`config.mk`:
```
export PLATFORM = sky130hd
export DESIGN_NAME = chart_note_sequencer
export DESIGN_NICKNAME = d
export VERILOG_FILES = /design/src/rtl/chart_note_sequencer.sv
export SDC_FILE = /design/constraint.sdc
export NUM_CORES = 1
export LEC_CHECK = 0
export ABC_AREA = 1
export ABC_CLOCK_PERIOD_IN_PS = 2900
export CORE_MARGIN = 10
export CORE_UTILIZATION = 48
export CTS_CLUSTER_DIAMETER = 60
export DETAILED_ROUTE_END_ITERATION = 8
export PLACE_DENSITY = 0.78
export SLEW_MARGIN = 25
export SYNTH_ARGS = -nofsm -noshare
export SYNTH_HDL_FRONTEND = slang
export SYNTH_SLANG_ARGS = --single-unit
```
`constraint.sdc`:
```
create_clock -name clk -period 2.9 [get_ports clk]
set_input_delay 0.58 -clock clk [delete_from_list [all_inputs] [get_ports clk]]
set_output_delay 0.58 -clock clk [all_outputs]
set_load 0.01 [all_outputs]
```
`src/rtl/chart_note_sequencer.sv`:
```
// Chart playback stage: loads a chart from storage, steps its notes
// at a fixed slot rate and scores the player's keys per slot.
`ifndef CHART_LEN
`define CHART_LEN 8
`endif

package chart_pkg;
  localparam int CHART_LEN = `CHART_LEN;

  typedef logic [8:0] note_t;

  typedef struct packed {
    logic [15:0] note_cnt;
  } chart_info_t;

  typedef struct packed {
    chart_info_t           info;
    note_t [CHART_LEN-1:0] notes;
  } Chart;
endpackage

module chart_note_sequencer
  import chart_pkg::*;
#(
  parameter int TICKS_PER_SLOT = 25_000_000,
  parameter int LOAD_WAIT      = 3
) (
  input  logic        clk,
  input  logic        sys_rst_n,
  input  logic        start,
  input  logic [7:0]  chart_id_sel,
  input  logic        pause,
  input  logic        abort,
  output logic [7:0]  read_chart_id,
  input  Chart        chart_data,
  input  logic [8:0]  player_keys,
  output logic [8:0]  cur_note,
  output logic [8:0]  next_note,
  output logic [15:0] slot_idx,
  output logic [15:0] hit_cnt,
  output logic [15:0] note_total,
  output logic        playing,
  output logic        done
);

  localparam int TW = $clog2(TICKS_PER_SLOT);
  localparam int WW = (LOAD_WAIT > 1) ? $clog2(LOAD_WAIT) : 1;

  localparam logic [TW-1:0] LAST_TICK = TW'(TICKS_PER_SLOT - 1);
  localparam logic [WW-1:0] LAST_WAIT = WW'(LOAD_WAIT - 1);
  localparam logic [15:0]   LEN16     = 16'(CHART_LEN);

  localparam logic [2:0] S_IDLE  = 3'd0;
  localparam logic [2:0] S_LOAD  = 3'd1;
  localparam logic [2:0] S_PLAY  = 3'd2;
  localparam logic [2:0] S_PAUSE = 3'd3;
  localparam logic [2:0] S_DONE  = 3'd4;

  logic [2:0]    state;
  logic [TW-1:0] tick;
  logic [WW-1:0] wait_cnt;
  logic [15:0]   n_len;
  logic [15:0]   n_clip;
  logic [15:0]   nxt_idx;
  logic          active;

  // Mux by compare so an index past the chart never addresses storage.
  function automatic note_t note_at(input Chart c,
                                    input logic [15:0] idx);
    note_at = '0;
    for (int i = 0; i < CHART_LEN; i++) begin
      if (idx == 16'(i)) note_at = c.notes[i];
    end
  endfunction

  assign n_clip  = (chart_data.info.note_cnt > LEN16) ?
                   LEN16 : chart_data.info.note_cnt;
  assign nxt_idx = slot_idx + 16'd1;
  assign active  = (state == S_PLAY) || (state == S_PAUSE);

  always_ff @(posedge clk or negedge sys_rst_n) begin
    if (!sys_rst_n) begin
      state         <= S_IDLE;
      tick          <= '0;
      wait_cnt      <= '0;
      n_len         <= '0;
      read_chart_id <= '0;
      cur_note      <= '0;
      next_note     <= '0;
      slot_idx      <= '0;
      hit_cnt       <= '0;
      note_total    <= '0;
      playing       <= 1'b0;
      done          <= 1'b0;
    end else begin
      done <= 1'b0;
      // Notes trail slot_idx by one cycle, including the final slot.
      cur_note  <= active ? note_at(chart_data, slot_idx) : '0;
      next_note <= (active && nxt_idx < n_len) ?
                   note_at(chart_data, nxt_idx) : '0;
      unique case (state)
        S_IDLE, S_DONE: begin
          if (start && chart_id_sel != 8'd0) begin
            state         <= S_LOAD;
            read_chart_id <= chart_id_sel;
            slot_idx      <= '0;
            hit_cnt       <= '0;
            note_total    <= '0;
            tick          <= '0;
            wait_cnt      <= '0;
          end
        end
        S_LOAD: begin
          if (abort) begin
            state         <= S_IDLE;
            read_chart_id <= '0;
          end else if (wait_cnt == LAST_WAIT) begin
            n_len <= n_clip;
            if (n_clip == 16'd0) begin
              state <= S_DONE;
              done  <= 1'b1;
            end else begin
              state   <= S_PLAY;
              playing <= 1'b1;
            end
          end else begin
            wait_cnt <= wait_cnt + 1'b1;
          end
        end
        S_PLAY, S_PAUSE: begin
          if (abort) begin
            state         <= S_IDLE;
            read_chart_id <= '0;
            cur_note      <= '0;
            next_note     <= '0;
            playing       <= 1'b0;
          end else if (pause) begin
            state <= S_PAUSE;
          end else if (tick != LAST_TICK) begin
            state <= S_PLAY;
            tick  <= tick + 1'b1;
          end else begin
            state <= S_PLAY;
            if (cur_note != '0) begin
              if (note_total != 16'hFFFF)
                note_total <= note_total + 16'd1;
              if (player_keys == cur_note && hit_cnt != 16'hFFFF)
                hit_cnt <= hit_cnt + 16'd1;
            end
            if (slot_idx == n_len - 16'd1) begin
              state   <= S_DONE;
              done    <= 1'b1;
              playing <= 1'b0;
            end else begin
              slot_idx <= nxt_idx;
              tick     <= '0;
            end
          end
        end
        default: state <= S_IDLE;
      endcase
    end
  end

endmodule

```
* After elaboration in Yosys (flattened, before gate mapping)
Cells that the tools add are included.
** Word-level totals
- Bits in registers :: 122
- Bits in latches :: 0
- Memory bits (writable) :: 0
- Bits in read-only memories :: 0
- Bits of input ports :: 110
- Output and inout port bits :: 76
- Logic and storage cells :: 168
- Memories :: 0
** Operators by class
- Add/subtract/negate cells :: 6
- Multiply operators :: 0
- Divide/modulo/power cells :: 0
- $lt $le $gt $ge :: 2
- Equality and inequality tests :: 42
- Shift-type cells :: 0
- Muxes and demuxes :: 79
- Bitwise logic cells :: 1
- Reduce and logical (&&, ||, !) cells :: 26
** Operator list (number)
- 16-bit two-way mux :: 16
- 9-bit two-way mux :: 22
- 16-bit by 3-bit equality test with 1-bit output (second input constant) :: 8
- 25-bit two-way mux :: 5
- 16-bit one-hot mux with 2 select lines :: 3
- 16-bit by 2-bit equality test with 1-bit output (second input constant) :: 4
- 25-bit one-hot mux with 2 select lines :: 1
- 16-bit by 1-bit adder with 16-bit output (second input constant) :: 3
- 16-bit logical NOT :: 3
- 16-bit by 1-bit equality test with 1-bit output (second input constant) :: 2
- 16-bit != test (second input constant) :: 2
- 25-bit by 1-bit adder with 25-bit output (second input constant) :: 1
- 25-bit != test (second input constant) :: 1
- 3-bit two-way mux :: 8
- 2-bit != test (second input constant) :: 12
- 7-bit AND reduction :: 3
- 16-bit equality test :: 1
- 16-bit by 4-bit greater-than comparator with 1-bit output (second input constant) :: 1
- 16-bit less-than comparator :: 1
- 8-bit two-way mux :: 2
- 8-bit one-hot mux with 2 select lines :: 1
- 16-bit by 1-bit subtractor with 16-bit output (second input constant) :: 1
- 3-bit != test (second input constant) :: 5
- 1-bit two-way mux :: 14
- 25 further kinds :: 36

* Logic depth before layout (Yosys ltp)
Gate-level depths: netlist of run 1.
- Word-level depth :: 13
- Mapped depth :: 21
- Mapped depth without buffers :: 21

* Least setup slack after synthesis of run 1
No wires, ideal clock.
- Path kind :: flip-flop to flip-flop
- From :: register slot_idx[1]
- To :: register next_note[0]
- Library setup time :: 0.079 ns
- Arrival :: 2.714 ns
- Required time :: 2.821 ns
- Setup slack :: 0.107 ns
- Stages on the path, launching flop included :: 16
- Path buffers :: 0
- Period minus slack after synthesis :: 2.793 ns
- Cells stage by stage :: dfrtp_1 -> ha_1 -> nand3_2 -> nor2_2 -> nand2_1 -> nand2_1 -> inv_1 -> ha_1 -> nand2_1 -> o21a_1 -> o21ai_0 -> a21oi_1 -> nor3_1 -> nor4_1 -> o21ai_0 -> a21oi_1
** Between the ends
- Word-level cells in the longest chain between the ends :: 13
- Elaborated cells between the ends (all ways) :: 22
- Classes of those cells :: add/sub (1); order compare (1); eq/ne (7); mux (11); reduce/logical (2)
** Ends and longest elaborated chain
- from (decl) :: RTL line 39 : output logic [15:0] slot_idx,
- from (signal assigned) :: RTL line 155 : slot_idx <= nxt_idx;
- 16-bit by 1-bit adder with 16-bit output * :: RTL line 78 : assign nxt_idx = slot_idx + 16'd1;
- 16-bit logical NOT :: RTL line 72 : if (idx == 16'(i)) note_at = c.notes[i];
- 9-bit two-way mux (8 in series) :: RTL line 72
- 9-bit two-way mux * :: RTL line 99 : next_note <= (active && nxt_idx < n_len) ?
- 9-bit two-way mux :: RTL line 131 : if (abort) begin
- 9-bit two-way mux * :: RTL line 101 : unique case (state)
- to (signal assigned) :: RTL line 99
- to (decl) :: RTL line 38 : output logic [8:0] next_note,
Mark *: on every way between the ends. The rest lies on a longest branch, timed or not.
A chain may end at the register's enable or synchronous reset.

* Worst setup path in the final report of run 1
- From :: register slot_idx[1]
- To :: register next_note[3]
Same word-level chain as after synthesis.

==> results of run 1 <==
==> state kept, by name (all words and copies together) (netlist names) <==
register,cells
cur_note,9
done,1
hit_cnt,16
n_len,16
next_note,9
note_total,16
playing,1
read_chart_id,8
slot_idx,16
state,3
tick,25
wait_cnt,2
==> timing repair <==
| item | 4_1_cts | 5_1_grt |
|---|---|---|
| setup buffers | 0 | 12 |
| gates resized for setup | 0 | 39 |
| endpoints found under the setup margin | 0 | 46 |
==> how the worst max path moves through the flow <==
stage,from,end,slack (ns),depth (start not counted)
after floorplan,slot_idx[1]$_DFFE_PN0P_,next_note[0]$_DFF_PN0_,0.11,15
after global placement,slot_idx[0]$_DFFE_PN0P_,next_note[7]$_DFF_PN0_,0.09,14
after detailed placement,player_keys[0],hit_cnt[11]$_DFFE_PN0P_,0.05,12
after CTS,slot_idx[0]$_DFFE_PN0P_,next_note[7]$_DFF_PN0_,0.05,15
after global routing,slot_idx[1]$_DFFE_PN0P_,next_note[1]$_DFF_PN0_,-0.06,16
final,slot_idx[1]$_DFFE_PN0P_,next_note[3]$_DFF_PN0_,0.08,16
==> cells in the final DEF, fill, tap and decap left out, types with 4 or more instances in the layout <==
cell | netlist | layout
nor4_1 | 19 | 18
nand4_1 | 38 | 38
xor2_1 | 40 | 39
a21oi_1 | 92 | 88
or2_2 | 5 | 5
o21ai_1 | 12 | 13
ha_1 | 26 | 24
o31ai_1 | 10 | 10
inv_6 | 0 | 7
nand3_1 | 87 | 86
nor2_2 | 14 | 10
dfrtp_2 | 0 | 8
buf_4 | 2 | 48
clkinv_1 | 7 | 6
a21oi_2 | 0 | 4
nor2_1 | 99 | 99
nor2_4 | 3 | 7
nand2_2 | 6 | 9
inv_1 | 150 | 148
xnor2_1 | 16 | 15
nand2_1 | 363 | 360
nor3_1 | 50 | 48
dfrtp_1 | 122 | 114
clkbuf_16 | 0 | 17
buf_6 | 2 | 5
o22ai_1 | 10 | 10
clkdlybuf4s50_1 | 0 | 184
nor3_2 | 2 | 4
o21ai_0 | 93 | 92
inv_2 | 7 | 10
==> power by group through the flow <==
| stage | Sequential, mW | Combinational (mW) | Clock, mW |
|---|---|---|---|
| 6_report | 2.16 | 3.70 | 2.09 |
| 5_1_grt | 2.19 | 4.10 | 2.19 |
| 4_1_cts | 2.16 | 3.52 | 2.11 |
| 3_5_place_dp | 2.18 | 3.49 | 0 |
| 3_3_place_gp | 2.17 | 3.42 | 0 |
| 2_1_floorplan | 2.19 | 2.24 | 0 |
==> routing by layer <==
metal,track usage,part of all wire
met5,0,0
met4,0.0820,0.027
met3,0.0608,0.084
met2,0.378,0.46
met1,0.283,0.42
==> stage by stage <==
step | hold slack [ns] | util | total power, mW
after floorplan | 0.284 | - | 4.44
after global placement | 0.476 | 0.613 | 5.59
after detailed placement | 0.490 | 0.613 | 5.67
after CTS | 0.192 | 0.644 | 7.79
after global routing | 0.224 | 0.658 | 8.49
final | 0.165 | 0.658 | 7.95
==> cells by family after synthesis <==
logic type               Yosys count  share of synthesized area
flip-flops                       122                      0.333
XOR/XNOR                          56                     0.0536
AO/OA/AOI/OAI                    235                      0.138
adder cells (fa/ha/maj)           26                     0.0355
buffers and inverters            201                     0.0871
AND/OR/NAND/NOR                  709                      0.353
==> final cells by class <==
cell class                 count  area (um^2)  share of cell area
multi-input combinational   1027         5440               0.442
inverter                     165          622              0.0505
timing repair buffer         240         2300               0.187
sequential                   122         3060               0.249
tap                          234          293              0.0238
clock buffer                  17          425              0.0346
clock inverter                15          153              0.0124
==> flow_summary.ini, run 1 <==
[run_status]
status = completed

[critical_path]
cp-start-kind = flop
critPathBufInv = 5
rr_worst_depth = 16
crit_path_end_kind = flop
r2r_end = next_note[3]$_DFF_PN0_
crit_slowest_cell = dfrtp_1
crit_required_ns = 3.24
ff2ff_setup_slack_ns = 0.08
crit_family = compound AO/OA/AOI/OAI gates
critPathKind = reg -> reg
cp_slowest_stage_delay_ns = 0.36
crit_arrival_ns = 3.16
critPathMaxFanout = 9
worstReg2RegStart = slot_idx[1]$_DFFE_PN0P_
worstPathCellList = buf_6 -> inv_1 -> ha_1 -> ha_1 -> inv_1 -> o21bai_1 -> a21o_1 -> a21oi_2 -> o21ai_1 -> a21oi_1 -> nor3_1 -> nor4_2 -> buf_4 -> buf_2 -> o21ai_0 -> a21oi_1

[cells_and_area]
final_nets = 1709
fillCellCount = 1631
design_area_um2 = 12300
layout-drive-gt1-share = 0.103
fin_cells = 1820
diodes = 0
areaGrowthSynthToFinish_pct = 34.4

[clock_network]
cts_root_buf = clkbuf_16
clk_latency_ns = 0.42
cts_tree = built
cts_sinks = 122
cts_buffers = 17
hold_buffers = 0
cts_max_level = 4
clockBufferDepth = 2
clk_pin_slew_ns = 0.06

[power_and_ir_drop]
pwr-share-clk = 0.263
leakagePower_nw = 5.44
p_per_area_nw_per_um2 = 647
power.internal_mw = 4.54
switching_share = 0.429
power_switching_mw = 3.41
seqPwrFrac = 0.272
combPwrFrac = 0.466
max-vdd-ir-drop_v = 0.000521

[place]
place_area_um2 = 11500
io_buffers = 185
gp_congestion = 1.00
post-place-cells = 1774
dpl.hpwl_mm = 23.1
dp_slack_ns = 0.0519

[floorplanning]
core_um2 = 18700
rows = 50
start_util = 0.489
boundaryPins = 186
die_y_um = 158
die_x_um = 158
dieArea_um2 = 25000

[drt]
wl_per_cell_um = 16.4
viasPerCell = 5.42
wirelength_mm = 29.9
first_iter_violations = 725
ant_nets = 0
drcViolationCount = 0
first_pass_iters = 5
vias = 9873

[timing]
clock_skew_ns = 0.00956
setup_ws_ns = 0.0790
setup_viol_count_final = 0
final.min_clock_period_ns = 2.82
final.period_utilization = 0.973
worst_slew_pin_slew_ns = 0.814
rsz0062_at_grt = yes
finalSetupTns_ns = 0
hold_viol = 0
max_slew_margin = 0.456
clock.fmax_mhz = 354
drv_slew = 0

[synthesis]
synth.area.top_cells = dfrtp_1 33%, nand2_1 15%, inv_1 6.2%
synth_common_cells = 363 x nand2_1, 150 x inv_1, 122 x dfrtp_1
syn_nets = 1485
ys.warnings.count = 0
synth_most_common_cell = nand2_1
avgSynthCellArea_um2 = 6.79
synth_cell_type_count = 52
netlist_area_um2 = 9160
synth_edf_count = 0
synth-async-reset-ratio = 1.00
seq_area_frac_synth = 0.333
syn_inst = 1349
ys_seq_elements = 122
yosys.area.top_type = dfrtp_1
synth_top_flop_cell = dfrtp_1
synth_top_area_frac = 0.333

[grt]
grt_start_max_net_pins = 44
globalRouteOverflowTotal = 0
grt_antenna_before_repair = 0
grt_pass1_wl_mm = 46.7
grt_pass1_vias = 9469
track_usage = 0.229

[run]
maxCapViolations = 0

[hold_path]
min_path_type = in -> async
No activity file was read; power rests on OpenSTA's default activity.
==> inputs of run 2 (changes only) <==
Settings changed: ABC_CLOCK_PERIOD_IN_PS 2900 to 2800, CORE_UTILIZATION 48 to 53, PLACE_DENSITY 0.78 to 0.82.
Clock period 2.9 ns to 2.8 ns, I/O delays scaled along.
==> run 2 against run 1 <==
  * The run now ends with setup timing left
  * Hold slack worse by 0.049 ns
  * Combinational power is 10% higher
  * Design area is 1.7% higher
  * Power is 8.7% higher
  * Sequential share of layout area is 0.44 points lower
  * Clock power is 12% higher
==> flow_summary.ini, run 2 (same netlist as run 1, synthesis figures left out) <==
[run_status]
status = finished with violations
violations = setup timing

[floorplanning]
die_y_um = 151
boundaryPins = 186
rows = 47
start_util = 0.546
core_um2 = 16800
dieArea_um2 = 22900
die_x_um = 151

[timing]
clock.fmax_mhz = 336
clock_skew_ns = 0.0113
max_slew_margin = 0.369
setup_viol_count_final = 9
worst_slew_pin_slew_ns = 0.947
rsz0062_at_grt = yes
hold_viol = 0
finalSetupTns_ns = -0.710
final.min_clock_period_ns = 2.98
drv_slew = 0
hold_ws_ns = 0.116
setup_ws_ns = -0.178
final.period_utilization = 1.06

[drt]
ant_nets = 0
vias = 10400
drcViolationCount = 0
first_iter_violations = 1006
viasPerCell = 5.74
wirelength_mm = 31.8
wl_per_cell_um = 17.5
first_pass_iters = 8

[critical_path]
crit_required_ns = 3.14
critPathMaxFanout = 8
cp_slowest_stage_delay_ns = 0.44
crit_arrival_ns = 3.32
cpMostUsedCell = a21oi_1
crit_start = slot_idx[1]$_DFFE_PN0P_
critPathKind = reg -> reg
ff2ff_setup_slack_ns = -0.18
r2r_end = next_note[3]$_DFF_PN0_
cp-start-kind = flop
worstReg2RegStart = slot_idx[1]$_DFFE_PN0P_
setup.worst_path.end = next_note[3]$_DFF_PN0_
worstPathCellList = buf_6 -> inv_2 -> ha_4 -> ha_1 -> inv_1 -> o21bai_1 -> a21o_1 -> a21oi_2 -> o21ai_1 -> a21oi_1 -> nor3_1 -> nor4_2 -> buf_4 -> buf_2 -> o21ai_0 -> a21oi_1
crit_path_end_kind = flop
rr_worst_depth = 16
crit_slowest_cell = dfrtp_1

[cells_and_area]
final_nets = 1719
diodes = 0
finalCoreUtilization = 0.747
largest_reg_flops = 25
design_area_um2 = 12500
layout_common_cells = 356 x nand2_1, 184 x clkdlybuf4s50_1, 143 x inv_1, 116 x dfrtp_1, 96 x nor2_1
final_common_cell = nand2_1
regMostFlops = tick
layout-drive-gt1-share = 0.118
areaGrowthSynthToFinish_pct = 36.7

[place]
gp_congestion = 0.966
dpl.hpwl_mm = 23.6
io_buffers = 185
place_area_um2 = 11600

[power_and_ir_drop]
max-vdd-ir-drop_v = 0.000527
p_per_area_nw_per_um2 = 691
total_power_mw = 8.65
leakagePower_nw = 5.54

[run]
maxCapViolations = 0

[grt]
track_usage = 0.262
grt_pass1_vias = 9978
grt_antenna_before_repair = 0
grt_start_max_net_pins = 47
grt_pass1_wl_mm = 48.9
globalRouteOverflowTotal = 0

[clock_network]
cts_buffers = 17
clk_latency_ns = 0.43
cts_root_buf = clkbuf_16
cts_sinks = 122
cts_max_level = 4
clockBufferDepth = 2
cts_tree = built
hold_buffers = 0
clk_pin_slew_ns = 0.06

[hold_path]
min_path_type = in -> async
## run 2: metal layers
metal,track usage,wire length (um),share of wire
met1,0.321,12200,0.39
met2,0.439,15600,0.49
met3,0.0591,2940,0.092
met4,0.102,1050,0.033
met5,0,0,0
## run 2: metrics by stage
stage          std cells  setup WS (ns)
5_1_grt             1816         -0.303
2_1_floorplan       1349        0.00718
6_report            1816         -0.178
3_3_place_gp        1768       -0.00321
3_5_place_dp        1768        -0.0855
4_1_cts             1800         0.0428
## run 2: repair_timing
item / in CTS / in global routing
gates resized for setup: 0 / 55
buffers inserted: 0 / 14
setup endpoints to repair: 0 / 43
## run 2: area by class of cell
type	instances	area, um^2
inverters	165	622
well taps	220	275
fillers	1292	4240
repair buffers	250	2410
multi-input cells	1027	5520
clock inverters	12	161
flip-flops and latches	122	3060
clock buffers	20	467
## run 2: worst max-delay path, delay by kind of cell, from the launching register on
| family | cells | cell delay, ns |
|---|---|---|
| simple gates | 2 | 0.31 |
| flops | 1 | 0.44 |
| fa+ha+maj | 2 | 0.51 |
| compound gates | 7 | 0.94 |
| buf+inv | 5 | 0.69 |
## run 2: worst min-delay path by stage
stage,start,endpoint,slack (ns),cells after the start
2_1_floorplan,sys_rst_n,cur_note[0]$_DFF_PN0_,0.26,0
3_3_place_gp,wait_cnt[1]$_DFFE_PN0P_,wait_cnt[1]$_DFFE_PN0P_,0.48,2
3_5_place_dp,wait_cnt[0]$_DFFE_PN0P_,wait_cnt[0]$_DFFE_PN0P_,0.50,1
4_1_cts,sys_rst_n,tick[19]$_DFFE_PN0P_,0.14,1
5_1_grt,sys_rst_n,tick[19]$_DFFE_PN0P_,0.15,1
6_report,sys_rst_n,tick[19]$_DFFE_PN0P_,0.12,1
## run 2: report_power, final
group / internal [mW] / switching [mW]
clock: 1.48 / 0.863
sequential: 2.01 / 0.223
combinational: 1.53 / 2.53
